`config.mk`:
```
export PLATFORM = sky130hd
export DESIGN_NAME = stream_result_packer
export DESIGN_NICKNAME = d
export VERILOG_FILES = /design/src/rtl/stream_result_packer.sv
export SDC_FILE = /design/constraint.sdc
export NUM_CORES = 2
export LEC_CHECK = 0
export CORE_MARGIN = 3
export CORE_UTILIZATION = 49
export DETAILED_ROUTE_END_ITERATION = 8
export PLACE_DENSITY = 0.83
export RECOVER_POWER = 25
export SLEW_MARGIN = 20
export SYNTH_ARGS = -nofsm -noshare
export SYNTH_HDL_FRONTEND = slang
export SYNTH_SLANG_ARGS = --single-unit
```
`constraint.sdc`:
```
create_clock -name ap_clk -period 2.1 [get_ports ap_clk]
set_clock_uncertainty 0.2 [all_clocks]
set_input_delay 0.315 -clock ap_clk [delete_from_list [all_inputs] [get_ports ap_clk]]
set_output_delay 0.315 -clock ap_clk [all_outputs]
set_load 0.005 [all_outputs]
```
`src/rtl/stream_result_packer.sv`:
```
// Packs narrow result beats, lane 0 first, into wide output words; a short packet gives a zero-padded partial word.
// Latency: output tvalid rises one cycle after the input handshake that completes a word.
// Backpressure: a completed word waits in the assembly register and drops results_TREADY; nothing combinational from tready.
module stream_result_packer #(
    parameter int DATA_WIDTH = 512,
    parameter int IN_WIDTH   = 128
) (
    input  logic                    ap_clk,
    input  logic                    ap_rst_n,
    input  logic [IN_WIDTH-1:0]     results_TDATA,
    input  logic                    results_TVALID,
    output logic                    results_TREADY,
    input  logic                    results_TLAST,
    output logic [DATA_WIDTH-1:0]   m_axis_out_tdata,
    output logic                    m_axis_out_tvalid,
    input  logic                    m_axis_out_tready,
    output logic [DATA_WIDTH/8-1:0] m_axis_out_tkeep,
    output logic                    m_axis_out_tlast,
    output logic [31:0]             pkt_count,
    output logic                    idle
);

    localparam int RATIO     = DATA_WIDTH / IN_WIDTH;
    localparam int LANE_KEEP = IN_WIDTH / 8;
    localparam int KEEP_W    = DATA_WIDTH / 8;
    localparam int LW        = (RATIO > 1) ? $clog2(RATIO) : 1;

    typedef struct packed {
        logic [DATA_WIDTH-1:0] dat;
        logic [KEEP_W-1:0]     keep;
        logic                  last;
    } word_t;

    word_t           asm_q;
    word_t           asm_next;
    word_t           out_q;
    logic [LW-1:0]   lane_idx;
    logic            asm_full;
    logic            out_vld;
    logic            in_hs;
    logic            out_hs;
    logic            out_free;
    logic            word_done;

    assign results_TREADY = ap_rst_n && !asm_full;
    assign in_hs          = results_TVALID && results_TREADY;
    assign out_hs         = out_vld && m_axis_out_tready;
    assign out_free       = !out_vld || m_axis_out_tready;
    assign word_done      = in_hs && ((lane_idx == LW'(RATIO - 1)) || results_TLAST);

    // Current assembly contents with the incoming beat merged into its lane.
    always_comb begin
        asm_next      = asm_q;
        asm_next.last = results_TLAST;
        for (int k = 0; k < RATIO; k++) begin
            if (lane_idx == LW'(k)) begin
                asm_next.dat[k*IN_WIDTH +: IN_WIDTH]    = results_TDATA;
                asm_next.keep[k*LANE_KEEP +: LANE_KEEP] = '1;
            end
        end
    end

    always_ff @(posedge ap_clk or negedge ap_rst_n) begin
        if (!ap_rst_n) begin
            asm_q     <= '0;
            out_q     <= '0;
            lane_idx  <= '0;
            asm_full  <= 1'b0;
            out_vld   <= 1'b0;
            pkt_count <= '0;
        end else begin
            if (out_hs) begin
                out_vld <= 1'b0;
                if (out_q.last) begin
                    pkt_count <= pkt_count + 32'd1;
                end
            end
            if (asm_full) begin
                // Input is blocked while held, so only the transfer can happen here.
                if (out_free) begin
                    out_q    <= asm_q;
                    out_vld  <= 1'b1;
                    asm_q    <= '0;
                    asm_full <= 1'b0;
                end
            end else if (word_done) begin
                lane_idx <= '0;
                if (out_free) begin
                    out_q   <= asm_next;
                    out_vld <= 1'b1;
                    asm_q   <= '0;
                end else begin
                    asm_q    <= asm_next;
                    asm_full <= 1'b1;
                end
            end else if (in_hs) begin
                asm_q    <= asm_next;
                lane_idx <= lane_idx + LW'(1);
            end
        end
    end

    assign m_axis_out_tdata  = out_q.dat;
    assign m_axis_out_tkeep  = out_q.keep;
    assign m_axis_out_tlast  = out_q.last;
    assign m_axis_out_tvalid = out_vld;
    assign idle              = !asm_full && (lane_idx == '0) && !out_vld;

endmodule

```
==> results.md <==
- Critical path required time: 2.51 ns
- Die X: 320 um
- Die height: 320 um
- HP Class: input port to async pin
- Leakage: 32.2 nW
- Slowest cell on crit path: dfrtp_1
- Later-pin clock latency in the skew report: 0.69 ns
- Vias per inst: 6.24
- First-pass GRT wire length: 244 mm
- Avg Cell Area, Syn: 11.7 um2
- Worst path cell trace: buf_4 > ha_4 > o211a_4 > o21ai_4 > buf_12 > buf_6 > buf_12 > buf_12 > clkbuf_16 > nand2_1 > o21ai_1
- Cts bufs inserted: 115
- Syn nets: 4271
- Vias in the first global route: 38.9k
- Worst rel slew slack: 0.279
- Crit-path most repeated cell: buf_12
- Die area: 103000 um2
- Initial DRC count: 4726
- Commonest non-fill, non-tap cell in the layout: dfrtp_1
- DRC: 0
- Worst path max stage delay: 0.40 ns
- Core area: 97400 um2
- Clk slew on worst S/H paths: 0.06 ns
- Status: finished, violations left
- Max layer used: met5
- Failing checks: negative setup slack
- Final hold viol count: 0
- IO Port Bufs: 744
- Ports: 745
- Startpoint Class: flop
- Vias post-DR: 39.4k
- Initial Util: 0.497
- Netlist Area Pre-Place: 48500 um2
- Placed inst area: 58200 um2
- Setup CP Type: flop to flop
- Crit. End Element: flop
- Part of the cycle the worst path needs: 1.14
- Antenna-violating nets left: 0
- Minimum clock period: 2.40 ns
- Most frequent cells in the layout: 1184 x dfrtp_1, 727 x clkdlybuf4s50_1, 600 x nand2_1
- Routed met1 length: 62.8 mm
- Final WL: 174 mm
- Final #Nets: 5066
- Fin area: 66000 um2
- Maximum VDD drop: 0.881 mV
- DRT Pass-1 Iters: 6
- #FFs+latches synth: 1190
- Unrepaired setup endpoints after global routing: yes
- Area delta synth->final: 36.3%
- Final setup fails: 1498
- Cell Pwr Density: 1090 nW/um2
- Clk root buf: clkbuf_16
- Final setup margin: -0.302 ns
- FF-to-FF setup slack: -0.30 ns
- Clock sink count: 1190
- WL/cell: 27.6 um
- Initial antenna violation count: 11
- All-Layer GR Usage: 0.310
- Met2 Wirelength: 82.3 mm
- Minimum hold slack: 0.0530 ns
- Post-Route Utilization: 0.678
- FP Rows: 114
- Post-DP HPWL: 99.2 mm
- Fraction of layout cells with a size suffix above 1: 0.147
- Synth unique cells: 40
- Largest net degree at the start of global routing: 188
- H-tree depth: 3
- Crit Path Max Fanout: 10
- Fmax: 416 MHz
- Routed wl met3: 16.8 mm
- Max Cap Viol: 0
- Synth Instances: 4129
- WP data arrival: 2.81 ns
- Global route total overflow: 0
- CTS tree: done
- Slew Viols, Final: 0
- Deepest clock path buffer count: 3
- Seq/Total Area, Yosys: 0.614
- Worst-margin pin slew: 1.08 ns
- Gp weighted congestion: 0.874
- YS warnings: 0
## routing by layer
| layer | track usage | vias to the layer above |
|---|---|---|
| met2 | 0.501 | 2721 |
| met4 | 0.174 | 2 |
| li1 | - | 16100 |
| met1 | 0.384 | 19900 |
| met3 | 0.0750 | 682 |
| met5 | 0 | - |
## kinds of logic after synthesis
group | after synthesis | share of synthesized area
multiplexers | 514 | 0.106
AO/OA/AOI/OAI | 1140 | 0.160
buffers and inverters | 453 | 0.0463
flip-flops | 1190 | 0.614
adder cells (fa/ha/maj) | 9 | 0.00232
XOR/XNOR | 31 | 0.00560
AND/OR/NAND/NOR | 792 | 0.0650
## Yosys cell counts, drive strengths merged
| cell | count | area (um2) |
|---|---|---|
| nand3 | 12 | 65.1 |
| o31ai | 1 | 7.51 |
| a21boi | 1 | 11.3 |
| nor2b | 2 | 12.5 |
| dfrtp | 1190 | 29800 |
| nand3b | 1 | 20.0 |
| o21a | 36 | 270 |
| nor3 | 4 | 20.0 |
| nor4 | 4 | 58.8 |
| nand4 | 14 | 87.6 |
| a21o | 5 | 37.5 |
| clkbuf | 79 | 307 |
| mux2 | 1 | 11.3 |
| nand2b | 5 | 31.3 |
| buf | 366 | 1910 |
| a21oi | 5 | 36.3 |
| and2 | 6 | 37.5 |
| a32o | 4 | 40.0 |
| and3 | 5 | 31.3 |
| and4 | 1 | 8.76 |
| xnor2 | 23 | 201 |
| ha | 9 | 113 |
| xor2 | 8 | 70.1 |
| nor2 | 80 | 300 |
| a22o | 509 | 4460 |
| inv | 8 | 30.0 |
| mux2i | 513 | 5130 |
| o211a | 1 | 10.0 |
| nand2 | 656 | 2460 |
| or2 | 2 | 12.5 |
| o21ai | 578 | 2890 |
## power by group
part	internal, mW	switching, mW
clock	12.5	9.28
combinational	10.6	9.04
sequential	27.3	3.57
total	50.4	21.9
## sequential cells by signal, summed over array words and instances, names as in the netlist
signal / cells
asm_full: 1
asm_q: 577
lane_idx: 2
m_axis_out_tdata: 512
m_axis_out_tkeep: 64
m_axis_out_tlast: 1
m_axis_out_tvalid: 1
pkt_count: 32
## timing repair
action                      CTS  global route
hold buffers                  6             0
setup buffers                41            37
pin swaps                     3            69
hold endpoints to repair    932             0
gates resized for setup     119           237
gates cloned                 37            42
setup endpoints to repair  1659          1734
## worst max-delay path: cells and delay by family (launching register included)
family	cells	cell delay (ns)
flip-flops	1	0.40
adder cells (fa/ha/maj)	1	0.17
AO/OA/AOI/OAI	3	0.56
buffers and inverters	6	0.95
AND/OR/NAND/NOR	1	0.06
## through the flow
step	power (mW)	setup slack, ns	cells	setup TNS [ns]
floorplan	37.2	-0.0157	4129	-0.0499
global placement	47.4	-0.300	5929	-265.99
detailed placement	48.0	-0.369	5929	-318.46
CTS	70.6	-0.263	6224	-168.77
global route	74.7	-0.335	6303	-304.86
finish	72.2	-0.302	6306	-197.43
## cell type report
type                            instances  area (um2)
Antenna cell                           12        30.0
Clock buffer                          164        3440
Clock inverter                         47         507
Fill cell                            6211       31400
Inverter                                8        30.0
Multi-Input combinational cell       2486       17200
Sequential cell                      1190       29800
Tap cell                             1276        1600
Timing Repair Buffer                 1123       13400
## final timing paths
kind                                from               endpoint  cells past startpoint
max                          lane_idx[1]  m_axis_out_tdata[253]                     11
min                             ap_rst_n  m_axis_out_tdata[265]                      3
max reg2reg                  lane_idx[1]  m_axis_out_tdata[253]                     11
min reg2reg                    asm_q[44]              asm_q[44]                      2
max in group asynchronous       ap_rst_n             asm_q[564]                      4
min in group ap_clk        results_TLAST               asm_q[0]                      2
No activity file was read; power rests on OpenSTA's default activity.
